`src/rtl/inst_prefetch_queue_pkg.sv`:
```
// +------------------------------------------------------------------------+
// | inst_prefetch_queue_pkg - shared widths, NOP encoding, fetch FSM states |
// | Revision: 1.0                                                          |
// +------------------------------------------------------------------------+
`default_nettype none

package inst_prefetch_queue_pkg;

  localparam int          PQ_XLEN   = 32;
  localparam int          PQ_INST_W = 32;
  localparam logic [31:0] PQ_NOP    = 32'h0000_0013;

  typedef enum logic [1:0] {
    ST_FETCH = 2'd0,
    ST_DRAIN = 2'd1,
    ST_IDLE  = 2'd2
  } fetch_state_e;

endpackage

`default_nettype wire

```
`src/rtl/pq_fifo.sv`:
```
// +------------------------------------------------------------------------+
// | pq_fifo - synchronous FIFO with push, pop, flush and occupancy count   |
// | Revision: 1.0                                                          |
// +------------------------------------------------------------------------+
`default_nettype none

module pq_fifo #(
  parameter int WIDTH = 64,
  parameter int DEPTH = 4
) (
  input  logic                     clk,
  input  logic                     rst,
  input  logic                     i_push,
  input  logic [WIDTH-1:0]         i_push_data,
  input  logic                     i_pop,
  input  logic                     i_flush,
  output logic [WIDTH-1:0]         o_head,
  output logic [$clog2(DEPTH):0]   o_count,
  output logic                     o_empty
);

  localparam int AW = $clog2(DEPTH);
  localparam int CW = AW + 1;

  logic [WIDTH-1:0] r_mem [DEPTH];
  logic [AW-1:0]    r_wptr;
  logic [AW-1:0]    r_rptr;
  logic [CW-1:0]    r_count;
  logic             w_full;
  logic             w_do_push;
  logic             w_do_pop;

  assign w_full    = (r_count == CW'(DEPTH));
  assign o_empty   = (r_count == '0);
  assign w_do_push = i_push & ~w_full;
  assign w_do_pop  = i_pop & ~o_empty;
  assign o_head    = r_mem[r_rptr];
  assign o_count   = r_count;

  // Pointers wrap naturally because DEPTH is a power of two.
  always_ff @(posedge clk or posedge rst) begin
    if (rst) begin
      r_wptr  <= '0;
      r_rptr  <= '0;
      r_count <= '0;
    end else if (i_flush) begin
      r_wptr  <= '0;
      r_rptr  <= '0;
      r_count <= '0;
    end else begin
      if (w_do_push) r_wptr <= r_wptr + 1'b1;
      if (w_do_pop)  r_rptr <= r_rptr + 1'b1;
      r_count <= r_count + CW'(w_do_push) - CW'(w_do_pop);
    end
  end

  always_ff @(posedge clk) begin
    if (w_do_push && !i_flush) r_mem[r_wptr] <= i_push_data;
  end

endmodule

`default_nettype wire

```
`src/rtl/inst_prefetch_queue.sv`:
```
// +------------------------------------------------------------------------+
// | inst_prefetch_queue - single-outstanding fetch FSM feeding a FIFO      |
// | Revision: 1.0                                                          |
// +------------------------------------------------------------------------+
`default_nettype none

module inst_prefetch_queue
  import inst_prefetch_queue_pkg::*;
#(
  parameter int              XLEN     = PQ_XLEN,
  parameter int              DEPTH    = 4,
  parameter logic [XLEN-1:0] RESET_PC = '0
) (
  input  logic                     clk,
  input  logic                     rst,
  input  logic                     i_redirect_valid,
  input  logic [XLEN-1:0]          i_redirect_pc,
  output logic                     o_imem_req,
  output logic [XLEN-1:0]          o_imem_addr,
  input  logic                     i_imem_ready,
  input  logic [PQ_INST_W-1:0]     i_imem_rdata,
  output logic                     o_deq_valid,
  output logic [PQ_INST_W-1:0]     o_deq_inst,
  output logic [XLEN-1:0]          o_deq_pc,
  input  logic                     i_deq_ready,
  output logic [$clog2(DEPTH):0]   o_count
);

  localparam int              CW      = $clog2(DEPTH) + 1;
  localparam int              EW      = PQ_INST_W + XLEN;
  localparam logic [XLEN-1:0] PC_STEP = XLEN'(4);

  fetch_state_e    r_state, w_state_nxt;
  logic            r_req, w_req_nxt;
  logic [XLEN-1:0] r_addr, w_addr_nxt;
  logic [XLEN-1:0] r_target, w_target_nxt;

  logic            w_hs;
  logic            w_push;
  logic            w_pop;
  logic            w_empty;
  logic [EW-1:0]   w_head;
  logic [CW-1:0]   w_cnt_next;
  logic [XLEN-1:0] w_redir_pc;
  logic            w_unused;

  assign w_unused   = ^i_redirect_pc[1:0];
  assign w_redir_pc = {i_redirect_pc[XLEN-1:2], 2'b00};
  assign w_hs       = r_req & i_imem_ready;
  // Redirect outranks both queue operations; the FIFO is flushed instead.
  assign w_push     = (r_state == ST_FETCH) & w_hs & ~i_redirect_valid;
  assign w_pop      = o_deq_valid & i_deq_ready & ~i_redirect_valid;
  assign w_cnt_next = o_count + CW'(w_push) - CW'(w_pop);

  pq_fifo #(
    .WIDTH (EW),
    .DEPTH (DEPTH)
  ) u_fifo (
    .clk         (clk),
    .rst         (rst),
    .i_push      (w_push),
    .i_push_data ({i_imem_rdata, r_addr}),
    .i_pop       (w_pop),
    .i_flush     (i_redirect_valid),
    .o_head      (w_head),
    .o_count     (o_count),
    .o_empty     (w_empty)
  );

  assign o_deq_valid = ~w_empty;
  assign o_deq_inst  = w_empty ? PQ_NOP : w_head[EW-1 -: PQ_INST_W];
  assign o_deq_pc    = w_empty ? '0 : w_head[XLEN-1:0];
  assign o_imem_req  = r_req;
  assign o_imem_addr = r_addr;

  always_ff @(posedge clk or posedge rst) begin
    if (rst) begin
      r_state  <= ST_FETCH;
      r_req    <= 1'b0;
      r_addr   <= RESET_PC;
      r_target <= RESET_PC;
    end else begin
      r_state  <= w_state_nxt;
      r_req    <= w_req_nxt;
      r_addr   <= w_addr_nxt;
      r_target <= w_target_nxt;
    end
  end

  always_comb begin
    w_state_nxt  = r_state;
    w_req_nxt    = r_req;
    w_addr_nxt   = r_addr;
    w_target_nxt = r_target;
    case (r_state)
      ST_FETCH: begin
        if (i_redirect_valid) begin
          // A request already on the bus cannot be withdrawn; drain it first.
          if (r_req && !i_imem_ready) begin
            w_state_nxt  = ST_DRAIN;
            w_target_nxt = w_redir_pc;
          end else begin
            w_req_nxt  = 1'b1;
            w_addr_nxt = w_redir_pc;
          end
        end else if (w_hs) begin
          w_addr_nxt = r_addr + PC_STEP;
          if (w_cnt_next == CW'(DEPTH)) begin
            w_state_nxt = ST_IDLE;
            w_req_nxt   = 1'b0;
          end else begin
            w_req_nxt = 1'b1;
          end
        end else begin
          w_req_nxt = 1'b1;
        end
      end
      ST_DRAIN: begin
        if (i_redirect_valid) w_target_nxt = w_redir_pc;
        if (w_hs) begin
          w_state_nxt = ST_FETCH;
          w_req_nxt   = 1'b1;
          w_addr_nxt  = i_redirect_valid ? w_redir_pc : r_target;
        end
      end
      ST_IDLE: begin
        if (i_redirect_valid) begin
          w_state_nxt = ST_FETCH;
          w_req_nxt   = 1'b1;
          w_addr_nxt  = w_redir_pc;
        end else if (w_pop) begin
          w_state_nxt = ST_FETCH;
          w_req_nxt   = 1'b1;
        end
      end
      default: begin
        w_state_nxt = ST_FETCH;
        w_req_nxt   = 1'b0;
      end
    endcase
  end

endmodule

`default_nettype wire

```
`config.mk`:
```
export PLATFORM = sky130hd
export DESIGN_NAME = inst_prefetch_queue
export DESIGN_NICKNAME = d
export VERILOG_FILES = /design/src/rtl/inst_prefetch_queue_pkg.sv /design/src/rtl/pq_fifo.sv /design/src/rtl/inst_prefetch_queue.sv
export SDC_FILE = /design/constraint.sdc
export NUM_CORES = 1
export LEC_CHECK = 0
export BUFFER_PORTS_ARGS = -buffer_cell sky130_fd_sc_hd__buf_2
export CAP_MARGIN = 0
export CELL_PAD_IN_SITES_DETAIL_PLACEMENT = 1
export CELL_PAD_IN_SITES_GLOBAL_PLACEMENT = 1
export CORE_MARGIN = 1
export CORE_UTILIZATION = 51
export CTS_BUF_LIST = sky130_fd_sc_hd__clkbuf_4
export CTS_CLUSTER_DIAMETER = 120
export CTS_CLUSTER_SIZE = 14
export DETAILED_ROUTE_END_ITERATION = 8
export HOLD_SLACK_MARGIN = 0.06
export PLACE_DENSITY = 0.83
export SYNTH_ARGS = -nofsm -noshare
export SYNTH_HDL_FRONTEND = slang
export SYNTH_SLANG_ARGS = --single-unit
```
`constraint.sdc`:
```
create_clock -name clk -period 4.9 [get_ports clk]
set_clock_uncertainty 0.15 [all_clocks]
set_input_delay 0.98 -clock clk [delete_from_list [all_inputs] [get_ports clk]]
set_output_delay 0.98 -clock clk [all_outputs]
set_load 0.05 [all_outputs]
```
==> results of run 1 <==
-- power groups by stage --
| stage | clock network [mW] | logic (mW) | registers (mW) |
|---|---|---|---|
| floorplan | 0 | 3.34 | 4.41 |
| global placement | 0 | 4.85 | 4.16 |
| detailed placement | 0 | 4.97 | 4.21 |
| CTS | 1.32 | 4.99 | 4.15 |
| global route | 1.40 | 5.29 | 4.22 |
| finish | 1.27 | 4.96 | 4.14 |
-- path summary, 6_finish.rpt --
kind,from,endpoint,cells after the start
worst max-delay path,u_fifo.r_rptr[1],o_deq_inst[1],3
worst min-delay path,rst,o_imem_addr[31],2
worst max register to register,r_state[0],r_state[1],12
worst min register to register,r_target[0],r_target[0],1
max in group asynchronous,rst,u_fifo.r_rptr[0],2
min in group clk,i_imem_rdata[18],u_fifo.r_mem[0][50],1
-- placed cells by master (no fill, tap or decap), types with 9 or more instances in the layout --
cell type                  Yosys  final
sky130_fd_sc_hd__edfxtp_1    256    256
sky130_fd_sc_hd__buf_2        10    167
sky130_fd_sc_hd__dfrtp_1      74     72
sky130_fd_sc_hd__and2_1       71     67
sky130_fd_sc_hd__mux4_2       64     64
sky130_fd_sc_hd__clkbuf_4      0     48
sky130_fd_sc_hd__nand2_1      44     44
sky130_fd_sc_hd__a21oi_1      43     43
sky130_fd_sc_hd__o21ai_0      37     37
sky130_fd_sc_hd__mux2_2       32     32
sky130_fd_sc_hd__nor2_1       27     27
sky130_fd_sc_hd__buf_4         0     23
sky130_fd_sc_hd__inv_1        23     21
sky130_fd_sc_hd__a22o_1       13     13
sky130_fd_sc_hd__ha_1         13     13
sky130_fd_sc_hd__nand3_1      11     11
sky130_fd_sc_hd__a22oi_1      10     10
sky130_fd_sc_hd__nor3_1       10      9
-- layout make-up --
cell class / instances / share of cell area [%]
Sequential cell: 330 / 59.7
Multi-Input combinational cell: 502 / 27.6
Timing Repair Buffer: 194 / 6.81
Tap cell: 372 / 2.91
Clock buffer: 48 / 2.25
Inverter: 24 / 0.563
Clock inverter: 2 / 0.0783
Antenna cell: 2 / 0.0313
-- per-layer routing --
layer	up-vias	wire length, um	track usage, %	part of all wire [%]
met2	276	17700	41.9	51
met5	-	0	0	0
li1	3905	-	-	-
met4	0	695	6.85	2.0
met3	47	1920	3.32	5.5
met1	4593	14500	33.9	42
-- cells by family (layout without fill, tap and decap cells) --
family | after synthesis | count (layout) | synth area share [%]
adder cells (fa/ha/maj) | 15 | 15 | 1.42
buffers and inverters | 76 | 268 | 2.09
other | 0 | 2 | 0
XOR/XNOR | 8 | 8 | 0.492
multiplexers | 101 | 101 | 13.0
flip-flops | 330 | 330 | 67.0
AND/OR/NAND/NOR | 200 | 200 | 7.59
AO/OA/AOI/OAI | 178 | 178 | 8.39
-- metrics by stage --
stage	setup slack (ns)	util, %	total power, mW
after global routing	0.710	58.8	10.9
final	0.897	58.8	10.4
after detailed placement	1.34	57.4	9.19
after global placement	1.40	57.4	9.01
after floorplan	0.957	-	7.75
after CTS	0.808	58.8	10.5
-- critical path, delay by kind of cell, from the launching register on --
family                 cells  cell delay [ns]
multiplexers               1             0.41
buffers and inverters      1             0.22
AND/OR/NAND/NOR            1             0.29
flip-flops                 1             1.13
-- sequential cells by signal, summed over array words and instances (netlist names) --
| name | cells |
|---|---|
| o_imem_req | 1 |
| u_fifo.r_rptr | 2 |
| u_fifo.o_count | 3 |
| r_state | 2 |
| r_target | 32 |
| o_imem_addr | 32 |
| u_fifo.r_mem | 256 |
| u_fifo.r_wptr | 2 |
==> impl_summary.txt, run 1 <==
----------------------------------------------------
[Global route]
  Wire length of the first global-routing pass ... around 54000 um
  Pin count of the biggest net entering global routing ... 66
  Vias in the first global route ... just over 9000
  Number of antenna violations at the first check in global routing ... 2
  Total routing usage reported by global routing ... 24.8%
  Remaining global-route overflow ... 0

[Logic synthesis]
  Total of warnings raised by yosys ... 0
  Cell area after technology mapping ... roughly 14000 sq um
  Number of synthesized register bits ... 330
  Count of flip-flops with a built-in enable after synthesis ... about 260
  Share of the synthesized area in the top cell type ... 54.0%
  Number of nets produced by synthesis ... around 990
  Register area share after synthesis ... 67.0%
  Cell with the most instances after synthesis ... sky130_fd_sc_hd__edfxtp_1
  Post-synthesis area per instance ... 15.7 sq um
  Largest cells by area after synthesis ... sky130_fd_sc_hd__edfxtp_1, sky130_fd_sc_hd__dfrtp_1, sky130_fd_sc_hd__mux4_2
  Proportion of register bits with asynchronous set or reset after synthesis ... 22.4%
  Unique masters post-synth ... slightly above 60
  Flip-flop cell with the highest count after synthesis ... sky130_fd_sc_hd__edfxtp_1
  Synthesized instance count ... ~910
  Cell accounting for the most synthesized area ... sky130_fd_sc_hd__edfxtp_1
  Synth cell count leaders ... sky130_fd_sc_hd__edfxtp_1, sky130_fd_sc_hd__dfrtp_1, sky130_fd_sc_hd__and2_1, sky130_fd_sc_hd__mux4_2, sky130_fd_sc_hd__nand2_1

[Power and ir drop]
  Switching power as a share of total power ... a little under half
  Net switching component of the power ... ~4.7 mW
  Leakage power ... ~5.9 nW
  Max IR drop VDD ... 0.000346 V
  Clock power share ... between 10 and 15%
  Internal Pwr Total ... approximately 5.6 mW
  Part of the power in registers ... between 30% and 40%
  Comb power frac ... roughly 48%
  Power density over the cells ... around 650 nW/um^2

[Timing]
  Final critical-path share of the clock period ... 81.7%
  Fmax ... ~250 MHz
  Setup TNS Final ... 0 ns
  Final Hold Vio Count ... 0
  RSZ-0062 raised after global routing ... no
  Relative slew margins ... 29.8%
  Fin crit period ... approximately 4.0 ns
  Worst hold-check slack ... just under 0.3 ns
  Total setup violations reported at the end of the flow ... 0
  Transition at the pin with the smallest max-transition slack ... around 1.1 ns
  Total count of max-transition violations in the final report ... 0

[Route]
  Routed WL ... between 30000 and 40000 um
  Via-to-Cell Ratio ... between 5 and 6
  WL/cell ... between 20 and 25 um
  Post-route DRC ... 0
  Routed via count ... a little under 9000
  DRC marker count from the first detailed-route iteration ... 643
  Number of optimization iterations in the first detailed-route pass ... 6
  Post-route antenna net violation count ... 0

[Place]
  Post-place instance area ... 15600 sq um
  Global placer's final weighted congestion ... between 0.8 and 0.9
  Cell total after placement ... roughly 1400
  HPWL Detailed ... ~23000 um
  Quantity of I/O buffers inserted on ports ... 167

[Clock tree]
  Clock network latency to the later pin of the worst-skew pair ... between 0.7 and 0.8 ns
  Clock Root Buffer ... sky130_fd_sc_hd__clkbuf_4
  Buffer levels on the longest clock path ... 3
  Clock buffers created by TritonCTS ... 27
  Clock slew at the register clock pins of the worst setup and hold paths ... 0.16 ns
  Max H-tree Level ... 1
  Number of sinks on the clock net ... between 300 and 400
  Setup fix buffers added after clock tree synthesis ... 0
  Number of buffers inserted by hold repair at cts ... 0
  TritonCTS clock tree ... yes
  Number of cells upsized or downsized after cts ... 0

[Cells and area]
  Number of fill cells in the layout ... between 2000 and 3000
  Register area ... approximately 9500 sq um
  Layout overhead on the synthesized area ... 12.3%
  Final Non-Filler Cells ... 1474
  Share of post-route cells with drive strength above 1 ... between 30% and 40%
  Area of the multi-input gates ... 4420 sq um
  Finished Cell Area ... roughly 16000 sq um
  Final nets ... between 1000 and 1500

[Floorplan]
  Initial Utilization ... about 52%
  Die Height ... roughly 170 um
  Die W ... 169 um
  DIE AREA ... 28600 sq um
  Area of the core region ... about 27000 sq um
  Top-Level Pins ... 170
  Cell Rows ... 60

[Critical path]
  List of cells traversed by the critical path ... mux4_2 > or2_2 > buf_2
  Crit path max-delay cell type ... sky130_fd_sc_hd__dfrtp_4
  Launching element type of the critical path ... flop
  Worst reg-to-reg setup slack ... between 1.5 and 2 ns
  Endpoint type of the worst setup path ... output pin
  Required time reported for the critical path endpoint ... approximately 3.8 ns
  Delay of the slowest critical-path stage ... 1.13 ns
  Critical path arrival ... approximately 2.9 ns
  Worst Path Max Fanout ... 65
  Worst setup path category ... flop to output pin

[Run status]
  Outcome ... finished clean

[Worst hold path]
  Worst hold path class ... input port to async pin

[Flow run]
  Number of max-cap violations ... 0

----------------------------------------------------
(Power assumes the default switching activity.)
==> run 2, diff against run 1 <==
- clock period: 4.9 -> 3.7 ns (I/O delays scaled with it)
==> impl_summary.txt, run 2 (synthesized netlist as in run 1, its figures left out) <==
----------------------------------------------------
[Run status]
  Outcome ... finished clean

[Timing]
  Final Hold Vio Count ... 0
  Total count of max-transition violations in the final report ... 0
  Transition at the pin with the smallest max-transition slack ... 0.996 ns
  Worst hold-check slack ... between 0.1 and 0.15 ns
  Final critical-path share of the clock period ... a little over nine tenths
  Total setup violations reported at the end of the flow ... 0
  Fin crit period ... ~3.5 ns
  Fmax ... roughly 290 MHz
  Relative slew margins ... around a third
  Minimum setup slack in the final design ... approximately 0.20 ns
  RSZ-0062 raised after global routing ... no
  Setup TNS Final ... 0 ns

[Clock tree]
  Clock network latency to the later pin of the worst-skew pair ... between 0.7 and 0.8 ns
  Buffer levels on the longest clock path ... 3
  Max H-tree Level ... 1
  Clock Root Buffer ... sky130_fd_sc_hd__clkbuf_4
  TritonCTS clock tree ... yes
  Clock slew at the register clock pins of the worst setup and hold paths ... between 0.15 and 0.2 ns
  Clock buffers created by TritonCTS ... 27
  Number of sinks on the clock net ... between 300 and 400

[Critical path]
  Worst setup path category ... flop to output pin
  List of cells traversed by the critical path ... buf_4 > mux4_2 > and2_1 > buf_2
  Required time reported for the critical path endpoint ... 2.81 ns
  Worst reg-to-reg setup slack ... between 0.4 and 0.5 ns
  Launching element type of the critical path ... flop
  Worst R2R Start ... r_state[0]
  Worst Reg-to-Reg Cells ... 12
  Critical R2R Capture ... r_state[1]
  Delay of the slowest critical-path stage ... 0.85 ns
  Crit path launch ... u_fifo.r_rptr[1]
  Endpoint type of the worst setup path ... output pin
  Crit path max-delay cell type ... sky130_fd_sc_hd__dfrtp_4
  Critical path arrival ... around 2.6 ns
  Worst Path Max Fanout ... 39

[Cells and area]
  Share of post-route cells with drive strength above 1 ... 31.8%
  Top library cells by usage in the layout, fill and taps aside ... sky130_fd_sc_hd__edfxtp_1, sky130_fd_sc_hd__buf_2, sky130_fd_sc_hd__dfrtp_1, sky130_fd_sc_hd__and2_1, sky130_fd_sc_hd__mux4_2
  Final core utilization ... between 60% and 70%
  Finished Cell Area ... about 16000 sq um
  Final nets ... roughly 1200
  Top reg by flops ... u_fifo.r_mem
  Layout overhead on the synthesized area ... 15.4%
  Most common library cell in the layout ignoring fill and taps ... sky130_fd_sc_hd__edfxtp_1
  Number of flip-flops in the largest register ... around 260
  Final Non-Filler Cells ... 1513

[Route]
  WL/cell ... between 20 and 25 um
  Routed via count ... about 8900
  Routed WL ... ~35000 um
  Post-route antenna net violation count ... 0
  Number of optimization iterations in the first detailed-route pass ... 7
  DRC marker count from the first detailed-route iteration ... between 600 and 700
  Via-to-Cell Ratio ... 5.88
  Post-route DRC ... 0

[Floorplan]
  DIE AREA ... roughly 29000 sq um
  Die W ... 169 um
  Area of the core region ... 27200 sq um
  Initial Utilization ... about 52%
  Top-Level Pins ... 170
  Cell Rows ... 60
  Die Height ... around 170 um

[Global route]
  Wire length of the first global-routing pass ... ~53000 um
  Number of antenna violations at the first check in global routing ... 3
  Remaining global-route overflow ... 0
  Pin count of the biggest net entering global routing ... 65
  Total routing usage reported by global routing ... around a quarter
  Vias in the first global route ... between 9000 and 10000

[Worst hold path]
  Worst hold path class ... input port to flop
  Worst hold path stage count ... 2
  End point of the most critical hold path ... r_target[28]
  HP Start ... i_redirect_pc[28]

[Power and ir drop]
  Max IR drop VDD ... ~0.00046 V
  Power, Total ... approximately 14 mW
  Clock power share ... between 10% and 20%
  Comb power frac ... between 40 and 50%
  Part of the power in registers ... 39.2%
  Power density over the cells ... approximately 840 nW/um^2
  Leakage power ... about 6.0 nW
  Internal Pwr Total ... ~7.5 mW
  Net switching component of the power ... between 6 and 7 mW
  Switching power as a share of total power ... 45.5%

[Place]
  HPWL Detailed ... approximately 23000 um
  Global placer's final weighted congestion ... 0.826
  Quantity of I/O buffers inserted on ports ... 167
  Post-place instance area ... ~16000 sq um
  Cell total after placement ... 1423
  Minimum setup slack after placement ... just under 0.3 ns

[Flow run]
  Number of max-cap violations ... 0

----------------------------------------------------
## run 2: layout make-up
cell class	count	area [sq um]
fillers	2644	10700
flip-flops and latches	330	9550
multi-input cells	502	4430
repair buffers	232	1530
well taps	372	465
clock buffers	47	353
inverters	24	92.6
clock inverters	2	12.5
diodes	4	10.0
## run 2: per-layer routing
layer / global-route usage, % / up-vias / share of wire [%]
met5: 0 / - / 0
met1: 32.7 / 4622 / 42
met3: 3.76 / 49 / 5.0
met2: 42.7 / 247 / 51
met4: 5.56 / 0 / 1.6
li1: - / 3975 / -
## run 2: how the worst max path moves through the flow
stage,end,cells past startpoint
CTS,o_deq_pc[2],4
floorplan,r_state[1],13
detailed placement,o_deq_pc[2],4
global placement,o_deq_pc[18],4
global route,o_deq_pc[22],4
finish,o_deq_pc[28],4
## run 2: critical path: cells and delay by family (launching register included)
kind | cells | cell delay, ns
buf+inv | 2 | 0.54
simple gates | 1 | 0.17
flops | 1 | 0.85
mux | 1 | 0.33
## run 2: what timing repair did
| action | 4_1_cts | 5_1_grt |
|---|---|---|
| setup buffers | 4 | 0 |
| endpoints found under the setup margin | 62 | 61 |
| gates resized for setup | 2 | 1 |
| hold endpoints to repair | 149 | 1 |
| hold buffers | 32 | 1 |
| pin swaps | 0 | 0 |
## run 2: power by group through the flow
stage / registers, mW / clock network (mW) / logic, mW
after floorplan: 5.83 / 0 / 4.42
after global placement: 5.49 / 0 / 6.44
after detailed placement: 5.55 / 0 / 6.62
after CTS: 5.41 / 1.74 / 6.77
after global routing: 5.51 / 1.83 / 7.17
final: 5.42 / 1.67 / 6.75
